File: config.mk
export PLATFORM = sky130hd
export DESIGN_NAME = write_ptr_handler_flat
export DESIGN_NICKNAME = d
export VERILOG_FILES = /design/src/rtl/write_ptr_handler_if.sv /design/src/rtl/write_ptr_handler.sv /design/src/flat_wrapper.sv
export SDC_FILE = /design/constraint.sdc
export NUM_CORES = 1
export LEC_CHECK = 0
export CAP_MARGIN = 40
export CORE_MARGIN = 2
export CORE_UTILIZATION = 60
export CTS_CLUSTER_SIZE = 30
export DETAILED_ROUTE_END_ITERATION = 10
export DONT_BUFFER_PORTS = 1
export PLACE_DENSITY = 0.76
export SYNTH_ARGS = -nofsm -noshare
export SYNTH_HDL_FRONTEND = slang
export SYNTH_SLANG_ARGS = --single-unit
export TNS_END_PERCENT = 30
File: constraint.sdc
create_clock -name wclk -period 5.9 [get_ports wclk]
set_input_delay 1.18 -clock wclk [delete_from_list [all_inputs] [get_ports wclk]]
set_output_delay 1.18 -clock wclk [all_outputs]
set_load 0.02 [all_outputs]
File: src/rtl/write_ptr_handler_if.sv
// rtl/write_ptr_handler_if.sv - write-side pointer/status bundle for the async FIFO write domain
//
// Purpose: groups the write request, synchronised read pointer, overflow clear
// and all write-side pointer/status outputs of write_ptr_handler.
// Ports (signals):
//   w_en         write request                     (master -> slave)
//   g_rptr_sync  read Gray pointer, in wclk domain (master -> slave)
//   ovf_clr      clears the sticky overflow flag   (master -> slave)
//   g_wptr       registered Gray write pointer     (slave -> master)
//   b_wptr       registered binary write pointer   (slave -> master)
//   waddr        memory write address              (slave -> master)
//   w_accept     memory write enable               (slave -> master)
//   full         registered full flag              (slave -> master)
//   almost_full  registered almost-full flag       (slave -> master)
//   wlevel       registered write-side occupancy   (slave -> master)
//   overflow     sticky write-while-full flag      (slave -> master)
interface write_ptr_handler_if #(
    parameter int ptr_width = 6
);
    logic                   w_en;
    logic [ptr_width-1:0]   g_rptr_sync;
    logic                   ovf_clr;
    logic [ptr_width-1:0]   g_wptr;
    logic [ptr_width-1:0]   b_wptr;
    logic [ptr_width-2:0]   waddr;
    logic                   w_accept;
    logic                   full;
    logic                   almost_full;
    logic [ptr_width-1:0]   wlevel;
    logic                   overflow;

    modport master (
        output w_en, g_rptr_sync, ovf_clr,
        input  g_wptr, b_wptr, waddr, w_accept, full, almost_full, wlevel, overflow
    );

    modport slave (
        input  w_en, g_rptr_sync, ovf_clr,
        output g_wptr, b_wptr, waddr, w_accept, full, almost_full, wlevel, overflow
    );
endinterface

File: src/rtl/write_ptr_handler.sv
// rtl/write_ptr_handler.sv - async FIFO write-domain pointer, full/level and overflow logic
//
// Purpose: owns the binary and Gray write pointers, the registered full flag,
// a conservative fill level, almost_full and a sticky overflow flag.
// Ports:
//   wclk    write clock
//   wrst_n  asynchronous active-low reset
//   wif     write_ptr_handler_if.slave (see interface header for signals)
module write_ptr_handler #(
    parameter int ptr_width = 6,
    parameter int af_thresh = 28
) (
    input  logic                  wclk,
    input  logic                  wrst_n,
    write_ptr_handler_if.slave    wif
);

    logic [ptr_width-1:0] b_wptr_q, b_wptr_d;
    logic [ptr_width-1:0] g_wptr_q, g_wptr_d;
    logic [ptr_width-1:0] wlevel_q, wlevel_d;
    logic                 full_q, full_d;
    logic                 almost_full_q, almost_full_d;
    logic                 overflow_q, overflow_d;
    logic                 w_accept;
    logic [ptr_width-1:0] b_rptr_sync;
    logic [ptr_width-1:0] g_rptr_full_cmp;

    // Gray-to-binary: each binary bit is the XOR of all Gray bits at or above it.
    function automatic logic [ptr_width-1:0] gray2bin(input logic [ptr_width-1:0] g);
        logic [ptr_width-1:0] b;
        b[ptr_width-1] = g[ptr_width-1];
        for (int i = ptr_width - 2; i >= 0; i--) begin
            b[i] = b[i+1] ^ g[i];
        end
        return b;
    endfunction

    always_comb begin
        w_accept    = wif.w_en & ~full_q;
        b_wptr_d    = b_wptr_q + {{(ptr_width-1){1'b0}}, w_accept};
        g_wptr_d    = b_wptr_d ^ (b_wptr_d >> 1);
        b_rptr_sync = gray2bin(wif.g_rptr_sync);

        // In Gray code, "writer exactly one lap ahead" means the two MSBs differ
        // from the read pointer and all lower bits match.
        g_rptr_full_cmp = {~wif.g_rptr_sync[ptr_width-1:ptr_width-2],
                           wif.g_rptr_sync[ptr_width-3:0]};
        full_d          = (g_wptr_d == g_rptr_full_cmp);

        // Uses the lagging synchronised read pointer, so the level can only
        // overestimate occupancy.
        wlevel_d      = b_wptr_d - b_rptr_sync;
        almost_full_d = (int'(wlevel_d) >= af_thresh);

        // A set on the same edge as a clear wins.
        overflow_d = (wif.w_en & full_q) | (overflow_q & ~wif.ovf_clr);
    end

    always_ff @(posedge wclk or negedge wrst_n) begin
        if (!wrst_n) begin
            b_wptr_q      <= '0;
            g_wptr_q      <= '0;
            wlevel_q      <= '0;
            full_q        <= 1'b0;
            almost_full_q <= 1'b0;
            overflow_q    <= 1'b0;
        end else begin
            b_wptr_q      <= b_wptr_d;
            g_wptr_q      <= g_wptr_d;
            wlevel_q      <= wlevel_d;
            full_q        <= full_d;
            almost_full_q <= almost_full_d;
            overflow_q    <= overflow_d;
        end
    end

    assign wif.g_wptr      = g_wptr_q;
    assign wif.b_wptr      = b_wptr_q;
    assign wif.waddr       = b_wptr_q[ptr_width-2:0];
    assign wif.w_accept    = w_accept;
    assign wif.full        = full_q;
    assign wif.almost_full = almost_full_q;
    assign wif.wlevel      = wlevel_q;
    assign wif.overflow    = overflow_q;

endmodule

File: src/flat_wrapper.sv
// flat-port wrapper written by rule: the top's interface ports become plain ports
module write_ptr_handler_flat 
#(
    parameter int ptr_width = 6,
    parameter int af_thresh = 28
)
  (wclk, wrst_n, wif_w_en, wif_g_rptr_sync, wif_ovf_clr, wif_g_wptr, wif_b_wptr, wif_waddr, wif_w_accept, wif_full, wif_almost_full, wif_wlevel, wif_overflow);
  write_ptr_handler_if #(.ptr_width(ptr_width)) wif_i ();
  input  logic wclk;
  input  logic wrst_n;
  input wire logic [$bits(wif_i.w_en)-1:0] wif_w_en;
  input wire logic [$bits(wif_i.g_rptr_sync)-1:0] wif_g_rptr_sync;
  input wire logic [$bits(wif_i.ovf_clr)-1:0] wif_ovf_clr;
  output wire logic [$bits(wif_i.g_wptr)-1:0] wif_g_wptr;
  output wire logic [$bits(wif_i.b_wptr)-1:0] wif_b_wptr;
  output wire logic [$bits(wif_i.waddr)-1:0] wif_waddr;
  output wire logic [$bits(wif_i.w_accept)-1:0] wif_w_accept;
  output wire logic [$bits(wif_i.full)-1:0] wif_full;
  output wire logic [$bits(wif_i.almost_full)-1:0] wif_almost_full;
  output wire logic [$bits(wif_i.wlevel)-1:0] wif_wlevel;
  output wire logic [$bits(wif_i.overflow)-1:0] wif_overflow;
  assign wif_i.w_en = wif_w_en;
  assign wif_i.g_rptr_sync = wif_g_rptr_sync;
  assign wif_i.ovf_clr = wif_ovf_clr;
  assign wif_g_wptr = wif_i.g_wptr;
  assign wif_b_wptr = wif_i.b_wptr;
  assign wif_waddr = wif_i.waddr;
  assign wif_w_accept = wif_i.w_accept;
  assign wif_full = wif_i.full;
  assign wif_almost_full = wif_i.almost_full;
  assign wif_wlevel = wif_i.wlevel;
  assign wif_overflow = wif_i.overflow;
  write_ptr_handler #(.ptr_width(ptr_width), .af_thresh(af_thresh)) u_core (.wclk(wclk), .wrst_n(wrst_n), .wif(wif_i));
endmodule
==> Word level (Yosys, flattened, before mapping) <==
Cells that the tools add are included.
{ "totals": {"reg_bits": 21, "inputBits": 10, "wordCells": 23} }
{ "classes": {"addsub": 2, "magnitude_cmp": 1, "n_eq_ne": 1, "n_bitwise": 13} }
{ "op_table": {"columns": ["operator", "count"], "rows": [
  ["6-bit by 1-bit adder with 6-bit output", 1],
  ["6-bit == test", 1],
  ["6-bit by 5-bit greater-or-equal comparator with 1-bit output (second input constant)", 1],
  ["6-bit subtractor", 1],
  ["6-bit by 5-bit XOR with 6-bit output", 1],
  ["1-bit XOR", 5],
  ["1-bit AND", 3],
  ["1-bit NOT", 2],
  ["2-bit NOT", 1],
  ["1-bit bitwise OR", 1]
]} }

==> Logic depth before layout (Yosys ltp) <==
{ "depth": {"word_depth": 7, "ltp_mapped": 12} }

==> Worst setup path after synthesis <==
Ideal clock, no wire load.
{ "synth_path": {"path_kind": "input to register", "start": "in wif_w_en", "end": "reg u_core.almost_full_q, in the netlist u_core.wif.almost_full", "setup_ns": 0.124, "t_arrival_ns": 3.607, "t_required_ns": 5.776, "slack_ns": 2.169, "stages": 11, "n_path_buf": 1, "cell_sequence": "nor2b_1 ha_1 ha_1 xor2_2 ha_1 clkbuf_2 nor2b_1 o21ai_0 nor2b_1 o2bb2ai_1 a211o_1"} }
{ "synth_between": {"elab_chain_len": 4} }
{ "synth_rtl": {"columns": ["item", "line", "rtl"], "rows": [
  ["start, declared", "flat_wrapper.sv:11", "input wire logic [$bits(wif_i.w_en)-1:0] wif_w_en;"],
  ["1-bit AND", "write_ptr_handler.sv:39", "w_accept = wif.w_en & ~full_q;"],
  ["6-bit by 1-bit adder with 6-bit output", "write_ptr_handler.sv:40", "b_wptr_d = b_wptr_q + {{(ptr_width-1){1'b0}}, w_accept};"],
  ["via u_core.b_wptr_d[2]", "write_ptr_handler.sv:18", "logic [ptr_width-1:0] b_wptr_q, b_wptr_d;"],
  ["6-bit subtractor", "write_ptr_handler.sv:52", "wlevel_d = b_wptr_d - b_rptr_sync;"],
  ["6-bit by 5-bit greater-or-equal comparator with 1-bit output", "write_ptr_handler.sv:53", "almost_full_d = (int'(wlevel_d) >= af_thresh);"],
  ["via u_core.almost_full_d", "write_ptr_handler.sv:22", "logic almost_full_q, almost_full_d;"],
  ["end signal, assigned", "write_ptr_handler.sv:72", "almost_full_q <= almost_full_d;"],
  ["end, declared", "write_ptr_handler.sv:22", null]
]} }
The timed path passes the listed nets, and every way through them passes these cells.

==> Worst setup path after layout <==
Same ends and word-level chain as after synthesis.

==> flow_summary.toml <==
[outcome]
status = "complete, no violations"

[timing]
worst_pin_slew_ns = 0.641
relSlewSlack_pct = 57.3
achievable-frequency_ghz = 0.271
hold_viol_final = 0
rsz0062_at_grt = "no"
period_minus_slack_ns = 3.69
drv_slew = 0
finClkSkew_ns = 0.00163
min_period_over_period_pct = 62.5
fin_ws_ns = 2.21
tns_ns = 0
setup_violations = 0

[layout]
multi_input_comb_area_um2 = 682
fin_nets = 130
stdcell_area_um2 = 1310
regArea_um2 = 500
fill_cells = 169
syn_to_final_growth_pct = 2.05
diodes = 0
drive_gt1_share_pct = 9.01

[logic_synthesis]
yosys_warnings = 0
synth.distinct_cells = 40
syn_inst = 116
avgSynthCellArea_um2 = 11.1
syn_nets = 134
ys_seq_area_share_pct = 39.0
async_flop_share_pct = 100
yosysTopAreaCell = "dfrtp_1"
ys_ff_latch = 20
ys.flop_type = "dfrtp_1"
yosysMostFrequentCell = "dfrtp_1"
synth_area_um2 = 1280
synth_edf_count = 0
synth.top_cell.area_share_pct = 39.0
synth_common_cells = "20 x dfrtp_1, 14 x xnor2_1, 11 x inv_1"
synthTopCellsByArea = "dfrtp_1 39%, xnor2_1 9.6%, ha_1 6.8%"

[clock_tree]
clk_pin_slew_ns = 0.11
clockRootBuffer = "clkbuf_4"
post_cts_resized = 0
post_cts_buffers = 0
cts_made_buffers = 3
clockBufferDepth = 2
cts_tree = "done"
cts_num_sinks = 20
htree_levels = 1
holdBufCountCts = 0
clkLatencyLatePin_ns = 0.29

[route]
wl_per_cell_um = 15.4
avgViaCountPerCell = 5.64
vias = 778
drc = 0
detail-route-antenna-nets = 0
drt_pre_antenna_iters = 4
drt_iter0_drc = 7
wl_mm = 2.12

[run]
cap_violations = 0

[worst_setup_path]
crit_arrival_ns = 3.88
critPathSlowestCell = "nor2b_1"
crit_type = "input pin to flip-flop"
slowest_delay_ns = 0.39
end_kind = "flip-flop"
cp_max_fo = 7
path_cells = "nor2b_1 > ha_1 > ha_1 > xor2_2 > ha_1 > nor2b_1 > o21ai_0 > nor2b_1 > o2bb2ai_1 > a211o_1"
worstPathRequired_ns = 6.09
start_kind = "input pin"

[global_routing]
antenna_found_initial = 0
grt_pass1_vias = 802
grt_pass1_wl_mm = 3.59
groute.usage.overall_pct = 19.1
grtUsageMet3_pct = 5.36
grt_max_degree = 21
gr-usage-met1_pct = 23.6
grt_overflow_total = 0
grt.busiest_layer = "met2"
met2_usage_pct = 32.2

[die]
die_area_um2 = 2530
die_height_um = 50.3
io_pins = 37
die_x_um = 50.3
rows = 16
core-area_um2 = 1980
start_util_pct = 64.8

[placement]
pre_cts_slack_ns = 1.88
routabilityCongestion = 0.731
io_buffers = 0
dpl-instance-area_um2 = 1260
hpwlAfterDp_mm = 1.65

[min_path]
hp-class = "input pin to asynchronous set/reset pin"
## cell families after synthesis
family                     after synthesis  synth area share [%]
xor gates and xnor gates                27                  23.9
and+or+nand+nor                         21                  9.94
buffers and inverters                   20                  7.89
DFF                                     20                  39.0
AOI/OAI and AO/OA                       19                  10.1
adders and majority gates                8                  8.38
muxes                                    1                 0.780
## sequential cells by signal, summed over array words and instances, names as in the netlist
signal / count
u_core.wif.overflow: 1
u_core.wif.almost_full: 1
u_core.wif.wlevel: 6
u_core.wif.g_wptr: 5
u_core.wif.b_wptr: 6
u_core.wif.full: 1
## metrics by stage
step | hold slack (ns) | std cells | util, %
5_1_grt | 0.530 | 138 | 66.1
3_5_place_dp | 0.638 | 134 | 63.4
6_report | 0.564 | 138 | 66.1
4_1_cts | 0.550 | 138 | 66.1
2_1_floorplan | 0.601 | 116 | -
3_3_place_gp | 0.628 | 134 | 63.4
## worst paths after layout
check / end / slack, ns / from / cells after the start
worst max-delay path: u_core.wif.almost_full$_DFF_PN0_ / 2.21 / wif_w_en / 10
worst min-delay path: u_core.wif.overflow$_DFF_PN0_ / 0.56 / wrst_n / 0
worst max register to register: u_core.wif.almost_full$_DFF_PN0_ / 2.59 / u_core.wif.full$_DFF_PN0_ / 10
worst min register to register: u_core.wif.overflow$_DFF_PN0_ / 0.65 / u_core.wif.full$_DFF_PN0_ / 2
max in group asynchronous: u_core.wif.b_wptr[2]$_DFF_PN0_ / 5.27 / wrst_n / 0
min in group wclk: u_core.wif.overflow$_DFF_PN0_ / 0.65 / u_core.wif.full$_DFF_PN0_ / 2
## routing by layer
metal | vias up | share of wire, %
met4 | 0 | 0.56
met5 | - | 0
met3 | 2 | 5.7
met1 | 379 | 41
met2 | 20 | 53
li1 | 377 | -
## final cells by class
cell class                 count  area share, %
multi-input combinational     76           52.1
sequential                    20           38.2
inverter                      11           3.15
tap                           27           2.58
clock inverter                 1           2.29
clock buffer                   3           1.72
## critical path: cells and delay by family
kind / cells / cell delay [ns]
adder cells (fa/ha/maj): 3 / 0.98
AND/OR/NAND/NOR: 3 / 0.81
AO/OA/AOI/OAI: 3 / 0.59
XOR/XNOR: 1 / 0.33
## cells in the final DEF, fill, tap and decap left out, drive strengths merged, types with 2 or more instances in the layout
cell / n
nand3: 2
or3: 2
o21ai: 3
a21o: 2
a21oi: 4
and3: 2
nand2: 3
nor2b: 4
clkbuf: 3
inv: 11
ha: 7
xor2: 10
xnor2: 15
dfrtp: 20
Power is left out: the tool's default activity adds up to more than one toggle a clock period on the data nets, which glitch-free logic cannot reach.
